--- config.mk ---
export PLATFORM = sky130hd
export DESIGN_NAME = pitch_table_writer_flat
export DESIGN_NICKNAME = d
export VERILOG_FILES = /design/src/rtl/pitch_table_writer_if.sv /design/src/rtl/pitch_table_writer.sv /design/src/flat_wrapper.sv
export SDC_FILE = /design/constraint.sdc
export NUM_CORES = 1
export LEC_CHECK = 0
export BUFFER_PORTS_ARGS = -buffer_cell sky130_fd_sc_hd__buf_4
export CAP_MARGIN = 10
export CORE_MARGIN = 3
export CORE_UTILIZATION = 57
export DETAILED_ROUTE_END_ITERATION = 10
export MAX_ROUTING_LAYER = met4
export PLACE_DENSITY = 0.79
export SETUP_SLACK_MARGIN = 0.02
export SLEW_MARGIN = 20
export SYNTH_ARGS = -nofsm -noshare
export SYNTH_HDL_FRONTEND = slang
export SYNTH_SLANG_ARGS = --single-unit
--- constraint.sdc ---
create_clock -name i_clk -period 3.3 [get_ports i_clk]
set_clock_uncertainty 0.15 [all_clocks]
set_input_delay 0.165 -clock i_clk [delete_from_list [all_inputs] [get_ports i_clk]]
set_output_delay 0.165 -clock i_clk [all_outputs]
set_load 0.05 [all_outputs]
--- src/rtl/pitch_table_writer_if.sv ---
// Byte-stream input and pitch-RAM write port bundle for pitch_table_writer.
interface pitch_table_writer_if;
  logic        i_byte_valid;
  logic [7:0]  i_byte;
  logic        o_byte_ready;
  logic        o_ram_we;
  logic [7:0]  o_ram_addr;
  logic [15:0] o_ram_data;
  logic        o_done;
  logic [5:0]  o_pitch;
  logic        o_error;

  // Byte source and RAM/status consumer side
  modport master (
    output i_byte_valid, i_byte,
    input  o_byte_ready, o_ram_we, o_ram_addr, o_ram_data, o_done, o_pitch, o_error
  );

  // Table writer side
  modport slave (
    input  i_byte_valid, i_byte,
    output o_byte_ready, o_ram_we, o_ram_addr, o_ram_data, o_done, o_pitch, o_error
  );
endinterface

--- src/rtl/pitch_table_writer.sv ---
// Pitch phase-delta table loader: parses a header byte (10pppppp) followed by a
// little-endian 32-bit delta, then writes it into the 256x16 pitch RAM as two
// words, low at {0,pitch,0} and high at {0,pitch,1}.
module pitch_table_writer #(
  parameter int TIMEOUT_CYCLES = 1024
) (
  input logic                 i_clk,
  input logic                 i_rst,
  pitch_table_writer_if.slave bus
);

  localparam logic [2:0] IDLE     = 3'd0;
  localparam logic [2:0] RX_B0    = 3'd1;
  localparam logic [2:0] RX_B1    = 3'd2;
  localparam logic [2:0] RX_B2    = 3'd3;
  localparam logic [2:0] RX_B3    = 3'd4;
  localparam logic [2:0] WRITE_LO = 3'd5;
  localparam logic [2:0] WRITE_HI = 3'd6;
  localparam logic [2:0] DONE     = 3'd7;

  localparam int CNT_W = (TIMEOUT_CYCLES > 1) ? $clog2(TIMEOUT_CYCLES) + 1 : 1;
  localparam logic [CNT_W-1:0] CNT_LAST =
    CNT_W'((TIMEOUT_CYCLES == 0) ? 0 : TIMEOUT_CYCLES - 1);

  logic [2:0]       state;
  logic [CNT_W-1:0] cnt;
  logic [5:0]       pitch;
  logic [31:0]      delta;
  logic             in_rx;
  logic             xfer;
  logic             hdr_ok;
  logic             timeout_hit;

  logic             ram_we;
  logic [7:0]       ram_addr;
  logic [15:0]      ram_data;
  logic             done;
  logic             error;
  logic [5:0]       pitch_out;

  assign in_rx  = (state == RX_B0) || (state == RX_B1) ||
                  (state == RX_B2) || (state == RX_B3);
  assign bus.o_byte_ready = !i_rst && ((state == IDLE) || in_rx);
  assign xfer   = bus.i_byte_valid && bus.o_byte_ready;
  assign hdr_ok = (bus.i_byte[7:6] == 2'b10);
  // A transfer in the same cycle always beats an expiring idle count
  assign timeout_hit = (TIMEOUT_CYCLES != 0) && in_rx && !xfer && (cnt == CNT_LAST);

  // Frame payload capture (header pitch and delta bytes, little-endian)
  always_ff @(posedge i_clk) begin
    if (xfer) begin
      case (state)
        IDLE:    if (hdr_ok) pitch <= bus.i_byte[5:0];
        RX_B0:   delta[7:0]   <= bus.i_byte;
        RX_B1:   delta[15:8]  <= bus.i_byte;
        RX_B2:   delta[23:16] <= bus.i_byte;
        RX_B3:   delta[31:24] <= bus.i_byte;
        default: ;
      endcase
    end
  end

  // Frame sequencing, idle timeout and registered RAM/status outputs
  always_ff @(posedge i_clk) begin
    if (i_rst) begin
      state     <= IDLE;
      cnt       <= '0;
      ram_we    <= 1'b0;
      ram_addr  <= '0;
      ram_data  <= '0;
      done      <= 1'b0;
      error     <= 1'b0;
      pitch_out <= '0;
    end else begin
      ram_we <= 1'b0;
      done   <= 1'b0;
      error  <= 1'b0;
      case (state)
        IDLE: begin
          if (xfer) begin
            if (hdr_ok) begin
              cnt   <= '0;
              state <= RX_B0;
            end else begin
              error <= 1'b1;
            end
          end
        end
        RX_B0, RX_B1, RX_B2: begin
          if (xfer) begin
            cnt   <= '0;
            state <= state + 3'd1;
          end else if (timeout_hit) begin
            state <= IDLE;
            error <= 1'b1;
          end else begin
            cnt <= cnt + 1'b1;
          end
        end
        RX_B3: begin
          if (xfer) begin
            cnt      <= '0;
            state    <= WRITE_LO;
            ram_we   <= 1'b1;
            ram_addr <= {1'b0, pitch, 1'b0};
            ram_data <= delta[15:0];
          end else if (timeout_hit) begin
            state <= IDLE;
            error <= 1'b1;
          end else begin
            cnt <= cnt + 1'b1;
          end
        end
        WRITE_LO: begin
          state    <= WRITE_HI;
          ram_we   <= 1'b1;
          ram_addr <= {1'b0, pitch, 1'b1};
          ram_data <= delta[31:16];
        end
        WRITE_HI: begin
          state     <= DONE;
          done      <= 1'b1;
          pitch_out <= pitch;
        end
        DONE:    state <= IDLE;
        default: state <= IDLE;
      endcase
    end
  end

  assign bus.o_ram_we   = ram_we;
  assign bus.o_ram_addr = ram_addr;
  assign bus.o_ram_data = ram_data;
  assign bus.o_done     = done;
  assign bus.o_error    = error;
  assign bus.o_pitch    = pitch_out;

endmodule

--- src/flat_wrapper.sv ---
// flat-port wrapper written by rule: the top's interface ports become plain ports
module pitch_table_writer_flat 
#(
  parameter int TIMEOUT_CYCLES = 1024
)
  (i_clk, i_rst, bus_i_byte_valid, bus_i_byte, bus_o_byte_ready, bus_o_ram_we, bus_o_ram_addr, bus_o_ram_data, bus_o_done, bus_o_pitch, bus_o_error);
  pitch_table_writer_if bus_i ();
  input logic i_clk;
  input logic i_rst;
  input wire logic [$bits(bus_i.i_byte_valid)-1:0] bus_i_byte_valid;
  input wire logic [$bits(bus_i.i_byte)-1:0] bus_i_byte;
  output wire logic [$bits(bus_i.o_byte_ready)-1:0] bus_o_byte_ready;
  output wire logic [$bits(bus_i.o_ram_we)-1:0] bus_o_ram_we;
  output wire logic [$bits(bus_i.o_ram_addr)-1:0] bus_o_ram_addr;
  output wire logic [$bits(bus_i.o_ram_data)-1:0] bus_o_ram_data;
  output wire logic [$bits(bus_i.o_done)-1:0] bus_o_done;
  output wire logic [$bits(bus_i.o_pitch)-1:0] bus_o_pitch;
  output wire logic [$bits(bus_i.o_error)-1:0] bus_o_error;
  assign bus_i.i_byte_valid = bus_i_byte_valid;
  assign bus_i.i_byte = bus_i_byte;
  assign bus_o_byte_ready = bus_i.o_byte_ready;
  assign bus_o_ram_we = bus_i.o_ram_we;
  assign bus_o_ram_addr = bus_i.o_ram_addr;
  assign bus_o_ram_data = bus_i.o_ram_data;
  assign bus_o_done = bus_i.o_done;
  assign bus_o_pitch = bus_i.o_pitch;
  assign bus_o_error = bus_i.o_error;
  pitch_table_writer #(.TIMEOUT_CYCLES(TIMEOUT_CYCLES)) u_core (.i_clk(i_clk), .i_rst(i_rst), .bus(bus_i));
endmodule
==> impl_metrics.csv <==
group,metric,value,unit
run,maxCapViolations,0,
floorplanning,ios,45,
cts,clock_sinks,84,
yosys,postSynth.asyncResetShare,0,%
finish,utilization,71.4,%
placement,hpwl,4840,um
worst_hold_path,holdPathStages,4,
placement,io_buffers,43,
worst_hold_path,hold_end,"u_core.bus.o_ram_addr[0]",
route,drt_wl_total,7560,um
yosys,ys_warn_count,0,
global_routing,grt_pass1_vias,2461,
power_and_ir_drop,powerDensity,475,nW/um^2
sta,period_share,81.0,%
sta,hold_viol,0,
route,drc_errors,0,
sta,period_needed,2.67,ns
worst_setup_path,r2r_start,"u_core.state[2]",
placement,gp_congestion,0.858,
worst_hold_path,hold_start,"bus_i_byte_valid",
worst_setup_path,reg2reg_slack,0.63,ns
finish,drive_gt1_share,19.0,%
cts,ctsHtreeMaxLevel,3,
floorplanning,dieArea,7000,sq um
sta,rsz0062_at_grt,"no",
sta,fin_hold_ws,0.0434,ns
cts,cts_tree,"built",
route,dr_wl_met3,367,um
global_routing,grt.total_usage,22.4,%
power_and_ir_drop,power.leakage,1.48,nW
power_and_ir_drop,ir_worst_vdd,0.357,mV
finish,n_fill_cell,436,
floorplanning,die_h,83.6,um
route,post_drt_wl_per_cell,17.0,um
finish,nets,386,
yosys,synth_top_flop_cell,"dfxtp_1",
status,status,"completed",
worst_setup_path,r2r_cells,7,
route,ant_nets,0,
worst_setup_path,crit_path_end_kind,"flop",
worst_hold_path,hp-class,"primary input to flop",
cts,clock_path_buffers,2,
route,vias,2634,
cts,cts_root_buf,"clkbuf_8",
global_routing,gr-total-overflow,0,
global_routing,antenna_found_initial,0,
route,route.met2.wl,3630,um
floorplanning,num_rows,27,
route,wl_met1,3310,um
sta,drv_slew,0,
yosys,ys_seq_elements,84,
yosys,syn_area,3440,sq um
floorplanning,start_util,60.5,%
finish,antennaDiodeCount,0,
worst_setup_path,crit_type,"flop to flop",
sta,setup_tns,0,ns
worst_setup_path,critPathRequiredTime,3.42,ns
floorplanning,core,5680,sq um
route,via_per_inst,5.92,
worst_setup_path,r2r-end,"u_core.cnt[7]",
finish,syn_to_final_growth,18.0,%
worst_setup_path,start_kind,"flop",
yosys,synthesis.area_per_instance,10.7,sq um
global_routing,grt_pass1_wl,12000,um
sta,max_clock_freq,374,MHz
yosys,ys_types,52,
route,highest_layer,"met4",
sta,worst_slew_margin_rel,44.0,%
floorplanning,die_w,83.6,um
cts,clkLatencyLatePin,0.35,ns
global_routing,grt_max_degree,43,
worst_setup_path,crit_arrival,2.80,ns
route,firstDrtPassIters,4,
cts,clk_pin_slew_worst_paths,0.08,ns
yosys,synthCells,321,
sta,worstMarginPinSlew,0.834,ns
sta,finalSetupViolations,0,
route,drt_iter0_markers,170,
worst_setup_path,cp_max_fo,10,
yosys,ys_seq_area_share,60.0,%
yosys,synth_nets,339,
cts,cts_buffers,9,
yosys,synth_edf_count,38,
==> state kept, by name, summed over array words and instances, names as in the netlist <==
name and cells:
u_core.pitch 6, u_core.bus.o_ram_we 1, u_core.bus.o_error 1, u_core.bus.o_done 1, u_core.bus.o_ram_addr 7, u_core.bus.o_pitch 6
u_core.bus.o_ram_data 16, u_core.cnt 11, u_core.state 3, u_core.delta 32
==> layout by cell type (no fill, tap or decap), types with 4 or more instances in the layout <==
cell type | Yosys | layout
buf_4 | 1 | 48
dfxtp_1 | 46 | 46
edfxtp_1 | 38 | 38
nor2_1 | 38 | 37
nand2_1 | 32 | 32
nand3_1 | 28 | 28
a21oi_1 | 17 | 17
a311oi_1 | 16 | 16
clkbuf_8 | 0 | 10
dlygate4sd3_1 | 0 | 8
o21ai_0 | 7 | 7
mux2i_1 | 7 | 7
ha_1 | 7 | 7
inv_1 | 6 | 6
nand2b_1 | 5 | 5
nor3_1 | 4 | 4
==> routing by layer <==
layer	up-vias	track usage (%)
li1	1274	-
met1	1252	27.0
met2	85	35.9
met3	23	3.65
met4	0	12.0
met5	-	-
==> cell families (layout without fill, tap and decap cells) <==
logic type | Yosys count | count (layout) | synth area share (%)
flip-flops | 84 | 84 | 60.0
multiplexers | 7 | 7 | 2.04
buffers and inverters | 27 | 79 | 3.42
other | 1 | 1 | 0.109
AND/OR/NAND/NOR | 130 | 130 | 18.0
AO/OA/AOI/OAI | 61 | 61 | 12.9
XOR/XNOR | 4 | 4 | 1.02
adder cells (fa/ha/maj) | 7 | 7 | 2.55
==> synth_stat cells, drive strengths merged (2+ instances only) <==
library cell	number	area, sq um
xnor2	3	26.3
edfxtp	38	1140
o21ai	7	35.0
inv	6	22.5
and3	3	18.8
nor2	38	143
mux2i	7	70.1
nand2b	5	31.3
a31oi	2	12.5
nand3	28	140
nand4b	2	17.5
buf	7	42.5
dfxtp	46	921
or3	3	18.8
clkbuf	13	48.8
o211a	2	27.5
nand2	32	120
nand4	3	18.8
or2	3	18.8
o211ai	2	15.0
a311oi	16	140
or4	2	18.8
nor4	2	12.5
a21oi	17	85.1
a211oi	3	22.5
nor3	4	20.0
ha	7	87.6
==> how the worst max path moves through the flow <==
stage	from	to	slack, ns	cells past startpoint
final	u_core.state[2]	u_core.cnt[7]	0.63	7
after global routing	u_core.state[2]	u_core.cnt[10]	0.44	7
after CTS	u_core.state[2]	u_core.cnt[7]	0.62	7
after detailed placement	u_core.state[2]	u_core.cnt[7]	0.63	7
after global placement	u_core.state[2]	u_core.cnt[5]	0.76	7
after floorplan	u_core.state[2]	u_core.cnt[7]	0.75	8
==> where the power goes <==
| group | switching [mW] | total [mW] | internal (mW) |
|---|---|---|---|
| sequential | 0.00610 | 1.10 | 1.09 |
| combinational | 0.0994 | 0.154 | 0.0545 |
| clock | 0.372 | 0.669 | 0.297 |
| total | 0.478 | 1.92 | 1.45 |
==> critical path, cell delays in order (launching register included) <==
cell,delay (ns)
dfxtp_1,0.35
clkinv_1,0.21
ha_1,0.39
or4_4,0.54
o211a_4,0.18
a211o_1,0.29
or3_1,0.31
a21oi_1,0.17
==> through the flow <==
stage	setup WS [ns]	area, sq um	cells	power, mW
after floorplan	0.751	3440	321	1.23
after detailed placement	0.628	3800	421	1.27
after CTS	0.622	4050	445	1.93
after global routing	0.435	4050	445	1.98
after global placement	0.758	3800	421	1.27
final	0.628	4050	445	1.92
==> what timing repair did <==
action | 4_1_cts | 5_1_grt
hold endpoints to repair | 38 | 0
hold buffers | 8 | 0
setup buffers | 0 | 0
gates resized for setup | 0 | 0
==> area by class of cell <==
class,count,area [sq um],area share [%]
flip-flops and latches,84,2060,50.9
multi-input cells,210,1260,31.0
repair buffers,56,440,10.9
clock buffers,11,141,3.49
well taps,72,90.1,2.22
clock inverters,5,35.0,0.864
inverters,7,26.3,0.648
(Power assumes the default switching activity.)
